File: src/rtl/divider32_seq_pkg.sv
// Shared definitions for the sequential restoring divider: FSM state encoding
// and the default operand width.
package divider32_seq_pkg;

    localparam int DIV_N = 32;

    typedef enum logic [1:0] {
        DIV_IDLE = 2'd0,
        DIV_RUN  = 2'd1,
        DIV_DONE = 2'd2
    } div_state_e;

endpackage

File: src/rtl/divider32_seq_if.sv
// Start/busy/done handshake and operand/result bundle between the control
// side (master) and the divider (slave).
interface divider32_seq_if #(parameter int N = 32);
    logic         start;
    logic [N-1:0] a;
    logic [N-1:0] b;
    logic         busy;
    logic         done;
    logic [N-1:0] q;
    logic [N-1:0] r;
    logic         dbz;

    modport master (output start, a, b, input busy, done, q, r, dbz);
    modport slave  (input start, a, b, output busy, done, q, r, dbz);
endinterface

File: src/rtl/divider32_seq_div_step.sv
// One combinational restoring-division step: shift the next dividend bit into
// the partial remainder and subtract the divisor when it fits.
module div_step #(
    parameter int N = 32
) (
    input  logic [N-1:0] p,
    input  logic         dbit,
    input  logic [N-1:0] b,
    output logic [N-1:0] p_next,
    output logic         qbit
);

    logic [N:0]   t_s;
    logic [N+1:0] diff_s;
    logic         borrow_s;

    // Trial value is N+1 bits wide; the extra top bit of diff_s is the borrow.
    always_comb begin
        t_s      = {p, dbit};
        diff_s   = {1'b0, t_s} - {2'b00, b};
        borrow_s = diff_s[N+1];
    end

    // Restore on borrow, otherwise keep the difference (which is < b, so fits N bits).
    always_comb begin
        p_next = {N{1'b0}};
        qbit   = 1'b0;
        if (borrow_s) begin
            p_next = t_s[N-1:0];
            qbit   = 1'b0;
        end else begin
            p_next = diff_s[N-1:0];
            qbit   = 1'b1;
        end
    end

endmodule

File: src/rtl/divider32_seq.sv
// Sequential unsigned restoring divider, one quotient bit per clock:
// a = q*b + r with r < b; b == 0 completes immediately with dbz set.
module divider32_seq
    import divider32_seq_pkg::*;
#(
    parameter int N = DIV_N
) (
    input logic             clk,
    input logic             rst,
    divider32_seq_if.slave  bus
);

    localparam int CW = $clog2(N);

    div_state_e    state_r;
    logic [CW-1:0] cnt_r;
    logic [N-1:0]  d_r;
    logic [N-1:0]  b_r;
    logic [N-1:0]  p_r;
    logic [N-1:0]  quo_r;
    logic [N-1:0]  q_r;
    logic [N-1:0]  r_r;
    logic          dbz_r;
    logic          busy_r;
    logic          done_r;

    logic [N-1:0]  p_next_s;
    logic          qbit_s;
    logic [N-1:0]  quo_next_s;

    div_step #(.N(N)) u_step (
        .p      (p_r),
        .dbit   (d_r[N-1]),
        .b      (b_r),
        .p_next (p_next_s),
        .qbit   (qbit_s)
    );

    assign quo_next_s = {quo_r[N-2:0], qbit_s};

    assign bus.busy = busy_r;
    assign bus.done = done_r;
    assign bus.q    = q_r;
    assign bus.r    = r_r;
    assign bus.dbz  = dbz_r;

    // Divider FSM, iteration datapath and registered result outputs.
    always_ff @(posedge clk) begin
        if (rst) begin
            state_r <= DIV_IDLE;
            cnt_r   <= {CW{1'b0}};
            d_r     <= {N{1'b0}};
            b_r     <= {N{1'b0}};
            p_r     <= {N{1'b0}};
            quo_r   <= {N{1'b0}};
            q_r     <= {N{1'b0}};
            r_r     <= {N{1'b0}};
            dbz_r   <= 1'b0;
            busy_r  <= 1'b0;
            done_r  <= 1'b0;
        end else begin
            case (state_r)
                DIV_IDLE, DIV_DONE: begin
                    if (bus.start) begin
                        d_r   <= bus.a;
                        b_r   <= bus.b;
                        p_r   <= {N{1'b0}};
                        quo_r <= {N{1'b0}};
                        if (bus.b == {N{1'b0}}) begin
                            // Divide by zero finishes in one edge with all-ones quotient.
                            state_r <= DIV_DONE;
                            q_r     <= {N{1'b1}};
                            r_r     <= bus.a;
                            dbz_r   <= 1'b1;
                            busy_r  <= 1'b0;
                            done_r  <= 1'b1;
                        end else begin
                            state_r <= DIV_RUN;
                            cnt_r   <= CW'(N - 1);
                            dbz_r   <= 1'b0;
                            busy_r  <= 1'b1;
                            done_r  <= 1'b0;
                        end
                    end else begin
                        state_r <= DIV_IDLE;
                        busy_r  <= 1'b0;
                        done_r  <= 1'b0;
                    end
                end
                DIV_RUN: begin
                    d_r   <= {d_r[N-2:0], 1'b0};
                    p_r   <= p_next_s;
                    quo_r <= quo_next_s;
                    if (cnt_r == {CW{1'b0}}) begin
                        state_r <= DIV_DONE;
                        q_r     <= quo_next_s;
                        r_r     <= p_next_s;
                        busy_r  <= 1'b0;
                        done_r  <= 1'b1;
                    end else begin
                        cnt_r  <= cnt_r - CW'(1);
                        done_r <= 1'b0;
                    end
                end
                default: begin
                    state_r <= DIV_IDLE;
                    busy_r  <= 1'b0;
                    done_r  <= 1'b0;
                end
            endcase
        end
    end

endmodule

File: src/flat_wrapper.sv
// flat-port wrapper written by rule: the top's interface ports become plain ports
module divider32_seq_flat import divider32_seq_pkg::*;
#(
    parameter int N = DIV_N
)
  (clk, rst, bus_start, bus_a, bus_b, bus_busy, bus_done, bus_q, bus_r, bus_dbz);
  divider32_seq_if #(.N(N)) bus_i ();
  input logic clk;
  input logic rst;
  input wire logic [$bits(bus_i.start)-1:0] bus_start;
  input wire logic [$bits(bus_i.a)-1:0] bus_a;
  input wire logic [$bits(bus_i.b)-1:0] bus_b;
  output wire logic [$bits(bus_i.busy)-1:0] bus_busy;
  output wire logic [$bits(bus_i.done)-1:0] bus_done;
  output wire logic [$bits(bus_i.q)-1:0] bus_q;
  output wire logic [$bits(bus_i.r)-1:0] bus_r;
  output wire logic [$bits(bus_i.dbz)-1:0] bus_dbz;
  assign bus_i.start = bus_start;
  assign bus_i.a = bus_a;
  assign bus_i.b = bus_b;
  assign bus_busy = bus_i.busy;
  assign bus_done = bus_i.done;
  assign bus_q = bus_i.q;
  assign bus_r = bus_i.r;
  assign bus_dbz = bus_i.dbz;
  divider32_seq #(.N(N)) u_core (.clk(clk), .rst(rst), .bus(bus_i));
endmodule
File: config.mk
export PLATFORM = sky130hd
export DESIGN_NAME = divider32_seq_flat
export DESIGN_NICKNAME = d
export VERILOG_FILES = /design/src/rtl/divider32_seq_pkg.sv /design/src/rtl/divider32_seq_if.sv /design/src/rtl/divider32_seq_div_step.sv /design/src/rtl/divider32_seq.sv /design/src/flat_wrapper.sv
export SDC_FILE = /design/constraint.sdc
export NUM_CORES = 1
export LEC_CHECK = 0
export ABC_AREA = 1
export CAP_MARGIN = 40
export CORE_ASPECT_RATIO = 0.75
export CORE_MARGIN = 5
export CORE_UTILIZATION = 35
export CTS_CLUSTER_DIAMETER = 100
export CTS_CLUSTER_SIZE = 25
export DETAILED_ROUTE_END_ITERATION = 6
export GPL_TIMING_DRIVEN = 1
export PLACE_DENSITY = 0.6
export SYNTH_ARGS = -nofsm -noshare
export SYNTH_HDL_FRONTEND = slang
export SYNTH_HIERARCHICAL = 1
export SYNTH_SLANG_ARGS = --single-unit
File: constraint.sdc
create_clock -name clk -period 2.2 [get_ports clk]
set_clock_uncertainty 0.05 [all_clocks]
set_input_delay 0.22 -clock clk [delete_from_list [all_inputs] [get_ports clk]]
set_output_delay 0.22 -clock clk [all_outputs]
set_load 0.01 [all_outputs]
==> Word level (Yosys, flattened, before mapping) <==
Index checks and enable logic that the tools add are counted.
{ "totals": {"reg_bits": 201, "inputBits": 67, "output_inout_bits": 67} }
{ "classes": {"add_sub_neg": 2, "n_eq_ne": 7, "mux": 31, "n_reduce_logical": 9} }
{ "ops": {"columns": ["cell", "n"], "rows": [
  ["$mux W32", 9],
  ["$pmux W32 S2", 4],
  ["$pmux W31 S2", 1],
  ["$sub A33 B32 Y34", 1],
  ["$logic_not A32 Y1", 1],
  ["$mux W5", 3],
  ["$pmux W5 S2", 1],
  ["$reduce_and A4 Y1", 2],
  ["$mux W1", 7],
  ["$mux W2", 3],
  ["$ne A2 B2 Y1 const B", 3],
  ["$logic_not A5 Y1", 1],
  ["$sub A5 B1 Y5 const B", 1],
  ["$ne A2 B1 Y1 const B", 2],
  ["$pmux W1 S2", 2],
  ["$pmux W2 S2", 1],
  ["$reduce_and A2 Y1", 2],
  ["$eq A2 B1 Y1 const B", 1],
  ["$eq A2 B2 Y1 const B", 1],
  ["$logic_not A2 Y1", 1],
  ["$reduce_bool A2 Y1", 1],
  ["$reduce_or A2 Y1", 1]
]} }

==> Depth between registers and ports, before layout <==
Gate-level depths: netlist (run 1).
{ "logic_depth": {"depth_word": 4, "ltp_mapped": 19} }

==> By module <==
Netlist (run 1), hierarchy kept.
{ "by_module_without_submodules": {"columns": ["module", "instances", "cells_per_inst", "area_per_inst_um2", "seq_area_each_um2"], "rows": [
  ["divider32_seq", 1, 1096, 7920.1, 4023.9],
  ["div_step", 1, 639, 3125.5, 0.0]
]} }

==> Worst setup path before layout (run 1) <==
No wires, ideal clock.
{ "synth_path": {"kind": "reg-to-reg", "start": "register u_core.d_r[31]", "end": "register u_core.r_r[28], in the netlist u_core/bus.r[28]", "arrival_time_ps": 1968, "required_ps": 2035, "path_slack_ps": 67, "path_stages_with_launch": 19, "n_path_buf": 0, "cell_sequence": "dfxtp_1 inv_1 ha_1 inv_1 fa_1 nand3_1 nand3_1 nand2_1 nand2_1 nand2_1 nand2_1 nand2_1 nand3_1 nand3_1 nand2_1 nand2_1 nand2_1 a21oi_1 nor2_1"} }
{ "synth_via": {"elab_chain_cells": 4} }
{ "synth_rtl": {"columns": ["item", "line", "text"], "rows": [
  ["from (decl)", "divider32_seq.sv:17", "logic [N-1:0] d_r;"],
  ["from (signal assigned)", "divider32_seq.sv:52", "d_r <= {N{1'b0}};"],
  ["from (signal assigned)", "divider32_seq.sv:65", "d_r <= bus.a;"],
  ["from (signal assigned)", "divider32_seq.sv:91", "d_r <= {d_r[N-2:0], 1'b0};"],
  ["$sub A33 B32 Y34", "divider32_seq_div_step.sv:20", "diff_s = {1'b0, t_s} - {2'b00, b};"],
  ["$mux W32", "divider32_seq_div_step.sv:28", "if (borrow_s) begin"],
  ["via u_core.p_next_s[28]", "divider32_seq.sv:27", "logic [N-1:0] p_next_s;"],
  ["$mux W32", "divider32_seq.sv:94", "if (cnt_r == {CW{1'b0}}) begin"],
  ["$pmux W32 S2", "divider32_seq.sv:62", "case (state_r)"],
  ["to (signal assigned)", "divider32_seq.sv:57", "r_r <= {N{1'b0}};"],
  ["to (signal assigned)", "divider32_seq.sv:73", "r_r <= bus.a;"],
  ["to (signal assigned)", "divider32_seq.sv:97", "r_r <= p_next_s;"],
  ["to (decl)", "divider32_seq.sv:22", "logic [N-1:0] r_r;"]
]} }
The timed path passes the listed nets, and every way through them passes these cells. The select of a mux whose other input is x is not followed.
A chain may end at the register's enable or synchronous reset.

==> Worst setup path after layout (run 1) <==
{ "layout_path": {"start": "register u_core.p_r[0]", "end": "register u_core.r_r[29], in the netlist u_core/bus.r[29]"} }
{ "layout_via": {"elab_chain_cells": 4} }
{ "layout_rtl": {"columns": ["item", "line", "text"], "rows": [
  ["from (decl)", "divider32_seq.sv:19", "logic [N-1:0] p_r;"],
  ["from (signal assigned)", "divider32_seq.sv:54", "p_r <= {N{1'b0}};"],
  ["from (signal assigned)", "divider32_seq.sv:67", "p_r <= {N{1'b0}};"],
  ["from (signal assigned)", "divider32_seq.sv:92", "p_r <= p_next_s;"],
  ["$sub A33 B32 Y34", "divider32_seq_div_step.sv:20", null],
  ["$mux W32", "divider32_seq_div_step.sv:28", null],
  ["via u_core.p_next_s[29]", "divider32_seq.sv:27", null],
  ["$mux W32", "divider32_seq.sv:94", null],
  ["$pmux W32 S2", "divider32_seq.sv:62", null]
]} }
The timed path passes the listed nets, and every way through them passes these cells. The select of a mux whose other input is x is not followed.

==> reports/qor.txt, run 1 <==
Status: finished, violations left
Failing checks: setup timing
Core area: 31200 um2
Synth Warn #: 6
Num CTS Buffers: 12
DPL Wire Length: 25.7 mm
Pwr dens: 600 nW/um2
WP data arrival: 2650 ps
Routability congestion estimate from global placement: 0.936
HP Class: primary input to register
Placed Cells incl. Taps: 2329
DIE HEIGHT: 164 um
Total congestion overflow: 0
Non-filler cells, final: 2360
DRT Pass-1 Iters: 5
Vias in the first global route: 10700
CTS tree: yes
DR DRC count: 0
Floorplan row count: 56
Distinct cells, synth: 39
First-pass GRT wire length: 56.1 mm
Final period util: 1.06
Final #Nets: 2053
Critical path endpoint category: register
CTS Hold Bufs: 0
RSZ-0062 raised after global routing: true
Initial antenna violation count: 0
Routed via count: 11400
Total track usage: 0.191
DR WL/cell: 15.1 um
Ant diodes: 0
Routed WL: 35.6 mm
Final Setup Violations: 32
Top cells by area, synth: dfxtp_1, nand2_1, nor2_1
Fillcell total: 3148
Clk sink count: 201
Maximum vdd drop: 377 uV
Post-synthesis sequential area ratio: 0.364
Starting Density: 0.354
Synth Area per Inst: 6.37 um2
Synth Cell Area: 11000 um2
CTS max path bufs: 3
Rel. slew slack: 0.540
Startpoint Class: register
Syn_nets: 1836
Fin crit period: 2320 ps
Cell Area, Placed: 13600 um2
Largest net degree at the start of global routing: 102
Root buffer cell: clkbuf_16
Yosys top cell area share: 0.364
Area growth, synth to finish: 36.9%
Commonest non-fill, non-tap cell in the layout: nand2_1
Final ANT Viol Nets: 0
H-tree levels: 1
Most frequent cells in the layout: nand2_1, nor2_1, inv_1, dfxtp_1
PortBufs: 133
Cells after synthesis: 1735
Clk Latency, worst-skew pair: 490 ps
Post-route cell area: 15100 um2
I/O Pins: 134
Final Hold Viols: 0
Pins Over Slew Limit: 0
Setup ws final: -124 ps
FF+latch count, synth: 201
Critical path required time: 2530 ps
DRT iter0 DRCs: 748
Pre-CTS setup slack: -300 ps
Layout cells sized above 1: 0.218
Setup TNS Final: -1370 ps
Die W: 215 um
F_max: 0.430 GHz
Kind of critical path: register to register
Least-Margin Pin Slew: 689 ps
Synth area leader: dfxtp_1
Pleak: 7.01 nW
Max_cap viols: 0
Worst-path fanout max: 3
Vias per cell: 4.84
Die area: 35200 um2
Clock-pin slew on the worst setup and hold paths: 110 ps
[layer usage]
| metal | track usage | up-vias | wire (um) |
|---|---|---|---|
| met5 | 0 | - | 0 |
| met4 | 0.0358 | 0 | 728 |
| met3 | 0.0263 | 46 | 1930 |
| met2 | 0.308 | 280 | 15700 |
| met1 | 0.277 | 5257 | 17300 |
| li1 | - | 5838 | - |
[logic make-up after synthesis]
group,synth area share
simple gates,0.360
buf+inv,0.116
flops,0.364
compound gates,0.107
fa+ha+maj,0.0392
xor+xnor,0.0135
[what timing repair did]
action                     CTS  global route
resized for setup           95           169
setup buffers               10             5
pin swaps                   26            90
setup endpoints to repair   66            66
[cells in the mapped netlist]
| cell type | number |
|---|---|
| nand3b_1 | 5 |
| buf_8 | 1 |
| nor2_1 | 229 |
| a21oi_1 | 121 |
| a21oi_4 | 1 |
| nand2_8 | 1 |
| nor3_1 | 34 |
| xor2_1 | 17 |
| nand3_1 | 99 |
| inv_1 | 214 |
| nand4_2 | 1 |
| buf_12 | 1 |
| and3_1 | 1 |
| nand3_2 | 11 |
| ha_1 | 33 |
| nor3_2 | 1 |
| nor2_4 | 1 |
| clkbuf_1 | 29 |
| dfxtp_1 | 201 |
| nand4_1 | 7 |
| buf_4 | 5 |
| o21bai_1 | 3 |
| nor2_8 | 1 |
| clkinv_1 | 2 |
| a21oi_2 | 1 |
| nor2_2 | 6 |
| fa_1 | 1 |
| buf_2 | 39 |
| buf_6 | 6 |
| nand2_2 | 5 |
| buf_1 | 2 |
| nand2_1 | 540 |
| nand2_4 | 1 |
| and2_1 | 10 |
| or2_2 | 1 |
| a31oi_1 | 31 |
| inv_2 | 6 |
| o21ai_1 | 13 |
| o21ai_0 | 54 |
[per-stage QoR]
| stage | total power [mW] | hold WS, ps | utilization |
|---|---|---|---|
| after floorplan | 5.43 | 305 | - |
| after global placement | 6.40 | 398 | 0.436 |
| after detailed placement | 6.42 | 401 | 0.436 |
| after CTS | 8.97 | 232 | 0.466 |
| after global routing | 9.58 | 252 | 0.485 |
| final | 9.07 | 231 | 0.485 |
[cell type report]
type | count | area, um2 | area share
sequential | 201 | 4070 | 0.269
timing repair buffer | 286 | 2660 | 0.176
clock inverter | 3 | 30.0 | 0.00199
inverter | 222 | 836 | 0.0553
clock buffer | 13 | 325 | 0.0215
tap | 406 | 508 | 0.0336
multi-input combinational | 1229 | 6690 | 0.443
[power breakdown]
part / internal (mW) / total [mW] / switching [mW]
clock: 1.09 / 2.39 / 1.30
combinational: 1.15 / 2.66 / 1.52
sequential: 3.88 / 4.02 / 0.138
[state kept, by name, summed over array words and instances (netlist names)]
name and cells:
u_core/p_r 32, u_core/bus.dbz 1, u_core/bus.busy 1, u_core/d_r 32, u_core/cnt_r 5, u_core/state_r 2, u_core/bus.done 1, u_core/quo_r 31
u_core/bus.q 32, u_core/b_r 32, u_core/bus.r 32
[worst paths after layout]
check	from	end	slack, ps	cells past startpoint
max	u_core/p_r[0]	u_core/bus.r[29]	-120	17
min	rst	u_core/bus.r[20]	230	5
max reg2reg	u_core/p_r[0]	u_core/bus.r[29]	-120	17
min reg2reg	u_core/d_r[0]	u_core/d_r[0]	420	2
[worst max-delay path, stage by stage (launching register included)]
cell and delay [ps]:
dfxtp_2 340, buf_4 140, ha_4 260, nand2_2 40, nor2_2 130, nand2_1 80, nand3_1 170, nand2_1 90
nand2_1 160, nand2_1 120, nand2_1 70, nand2_1 60, nand3_2 80, nand2_1 70, nand2_1 100, nand2_1 70
a21oi_2 130, nor2_1 50
Note: power is estimated with default switching activity, not from simulation.
==> run 2, diff against run 1 <==
--- a/config.mk
+++ b/config.mk
@@ -6,9 +6,8 @@
 export NUM_CORES = 1
 export LEC_CHECK = 0
 export ABC_AREA = 1
-export CAP_MARGIN = 40
 export CORE_ASPECT_RATIO = 0.75
-export CORE_MARGIN = 5
+export CORE_MARGIN = 2
 export CORE_UTILIZATION = 35
 export CTS_CLUSTER_DIAMETER = 100
 export CTS_CLUSTER_SIZE = 25
==> run 2 against run 1 <==
  * Register-to-register slack better by 20 ps
  * Power up 2.1%
  * Sequential share of layout area down 1.0 points
  * Largest power group unchanged
  * Clock power about the same
  * Sequential power about the same
  * The flow still finishes with violations (setup timing)
  * Global-route usage up 3.1 points
==> reports/qor.txt, run 2 (synthesized netlist as in run 1, its figures left out) <==
Status: finished, violations left
Failing checks: setup timing
Die area: 33000 um2
Count of buffer and inverter cells on the critical path: 4
Clk sink count: 201
Pwr dens: 587 nW/um2
Vias in the first global route: 10900
Final ANT Viol Nets: 0
H-tree levels: 1
Critical Path Most Common Cell: nand2_2
Routed via count: 11600
Clock-pin slew on the worst setup and hold paths: 100 ps
Routability congestion estimate from global placement: 0.965
Root buffer cell: clkbuf_16
I/O Pins: 134
Pleak: 7.26 nW
Clk Latency, worst-skew pair: 490 ps
Startpoint Class: register
PortBufs: 133
Most frequent cells in the layout: nand2_1, nor2_1, inv_1, dfxtp_1, clkdlybuf4s50_1
Layout cells sized above 1: 0.269
Final Setup Violations: 34
RSZ-0062 raised after global routing: true
R2R cell count: 16
First-pass GRT wire length: 58.5 mm
DR WL/cell: 16.0 um
Critical-path cell list: ha_4 -> nand2_2 -> nand2_2 -> nand2_2 -> nand2_2 -> a21oi_4 -> nor2_4 -> nor2_4 -> buf_12 -> buf_12 -> buf_16 -> nand3_2 -> nand2_2 -> nand2_2 -> buf_4 -> a21oi_2
Setup TNS Final: -1420 ps
Hold EP: u_core/bus.r[25]
Kind of critical path: register to register
Commonest non-fill, non-tap cell in the layout: nand2_1
Pins Over Slew Limit: 0
Area growth, synth to finish: 42.9%
Final #Nets: 2062
DRT Pass-1 Iters: 4
Num CTS Buffers: 12
Core area: 31200 um2
Layout Utilization: 0.506
Maximum vdd drop: 512 uV
Placed Cells incl. Taps: 2318
CTS tree: yes
Fillcell total: 3098
WP data arrival: 2680 ps
Hold path start: rst
Reg-to-reg endpoint: u_core/p_r[17]
Hold depth: 4
Final Hold Viols: 0
Critical path required time: 2570 ps
Ant diodes: 0
Top Family by Delay on Critical Path: simple AND/OR/NAND/NOR gates
Critical-path top delay cell: dfxtp_4
Rel. slew slack: 0.497
Setup ws final: -105 ps
Die W: 209 um
DPL Wire Length: 26.1 mm
Starting Density: 0.354
Final period util: 1.05
HP Class: primary input to register
Fin crit period: 2300 ps
DR DRC count: 0
Max_cap viols: 0
Worst-path fanout max: 8
Floorplan row count: 56
Routed WL: 37.9 mm
DRT iter0 DRCs: 867
Reg-to-Reg Start: u_core/p_r[21]
Slowest stage delay, CP: 380 ps
Power, Total: 9.27 mW
Total track usage: 0.222
FF-to-FF setup slack: -100 ps
F_max: 0.434 GHz
Least-Margin Pin Slew: 754 ps
Largest net degree at the start of global routing: 68
Non-filler cells, final: 2369
CTS max path bufs: 3
DIE HEIGHT: 158 um
Initial antenna violation count: 0
Critical path endpoint category: register
Total congestion overflow: 0
Pre-CTS setup slack: -336 ps
Vias per cell: 4.91
run 2: worst min-delay path, stage by stage:
cell and delay, ps:
buf_4 100, inv_2 140, nand2_1 110, nor2_1 30
run 2: how the worst max path moves through the flow:
stage	from	to	slack, ps	cells after the start
2_1_floorplan	u_core/d_r[31]	u_core/bus.r[28]	70	18
3_3_place_gp	u_core/b_r[28]	u_core/bus.r[9]	-290	14
3_5_place_dp	u_core/b_r[28]	u_core/bus.r[9]	-340	14
4_1_cts	u_core/p_r[19]	u_core/bus.r[1]	-60	17
5_1_grt	u_core/p_r[17]	u_core/bus.r[16]	-200	17
6_report	u_core/p_r[21]	u_core/p_r[17]	-100	16
run 2: what timing repair did:
action / in CTS / in global routing
setup endpoints to repair: 66 / 66
gates cloned: 9 / 1
pin swaps: 55 / 122
gates resized for setup: 158 / 232
setup buffers: 13 / 13
hold buffers: 0 / 0
run 2: per-stage QoR:
| step | hold WS, ps | instance area (um2) |
|---|---|---|
| 2_1_floorplan | 305 | 11000 |
| 3_3_place_gp | 398 | 13500 |
| 3_5_place_dp | 395 | 13500 |
| 4_1_cts | 90.9 | 15000 |
| 5_1_grt | 98.4 | 15800 |
| 6_report | 99.2 | 15800 |
run 2: where the power goes:
group / internal (mW) / switching [mW] / leakage, nW
logic: 1.21 / 1.62 / 5.43
registers: 3.89 / 0.144 / 1.66
clock network: 1.09 / 1.32 / 0.176
run 2: area by class of cell:
type / count / area, um2 / area share
timing repair buffer: 290 / 2830 / 0.179
tap: 406 / 508 / 0.0322
clock inverter: 3 / 30.0 / 0.00190
sequential: 201 / 4090 / 0.259
clock buffer: 13 / 325 / 0.0206
inverter: 222 / 838 / 0.0531
multi-input combinational: 1234 / 7170 / 0.454
run 2: per-layer routing:
metal | routed length [um] | global-route usage | vias up | part of all wire
li1 | - | - | 5869 | -
met1 | 18700 | 0.319 | 5385 | 0.49
met2 | 15900 | 0.343 | 307 | 0.42
met3 | 1990 | 0.0300 | 60 | 0.052
met4 | 1280 | 0.0738 | 0 | 0.034
met5 | 0 | 0 | - | 0
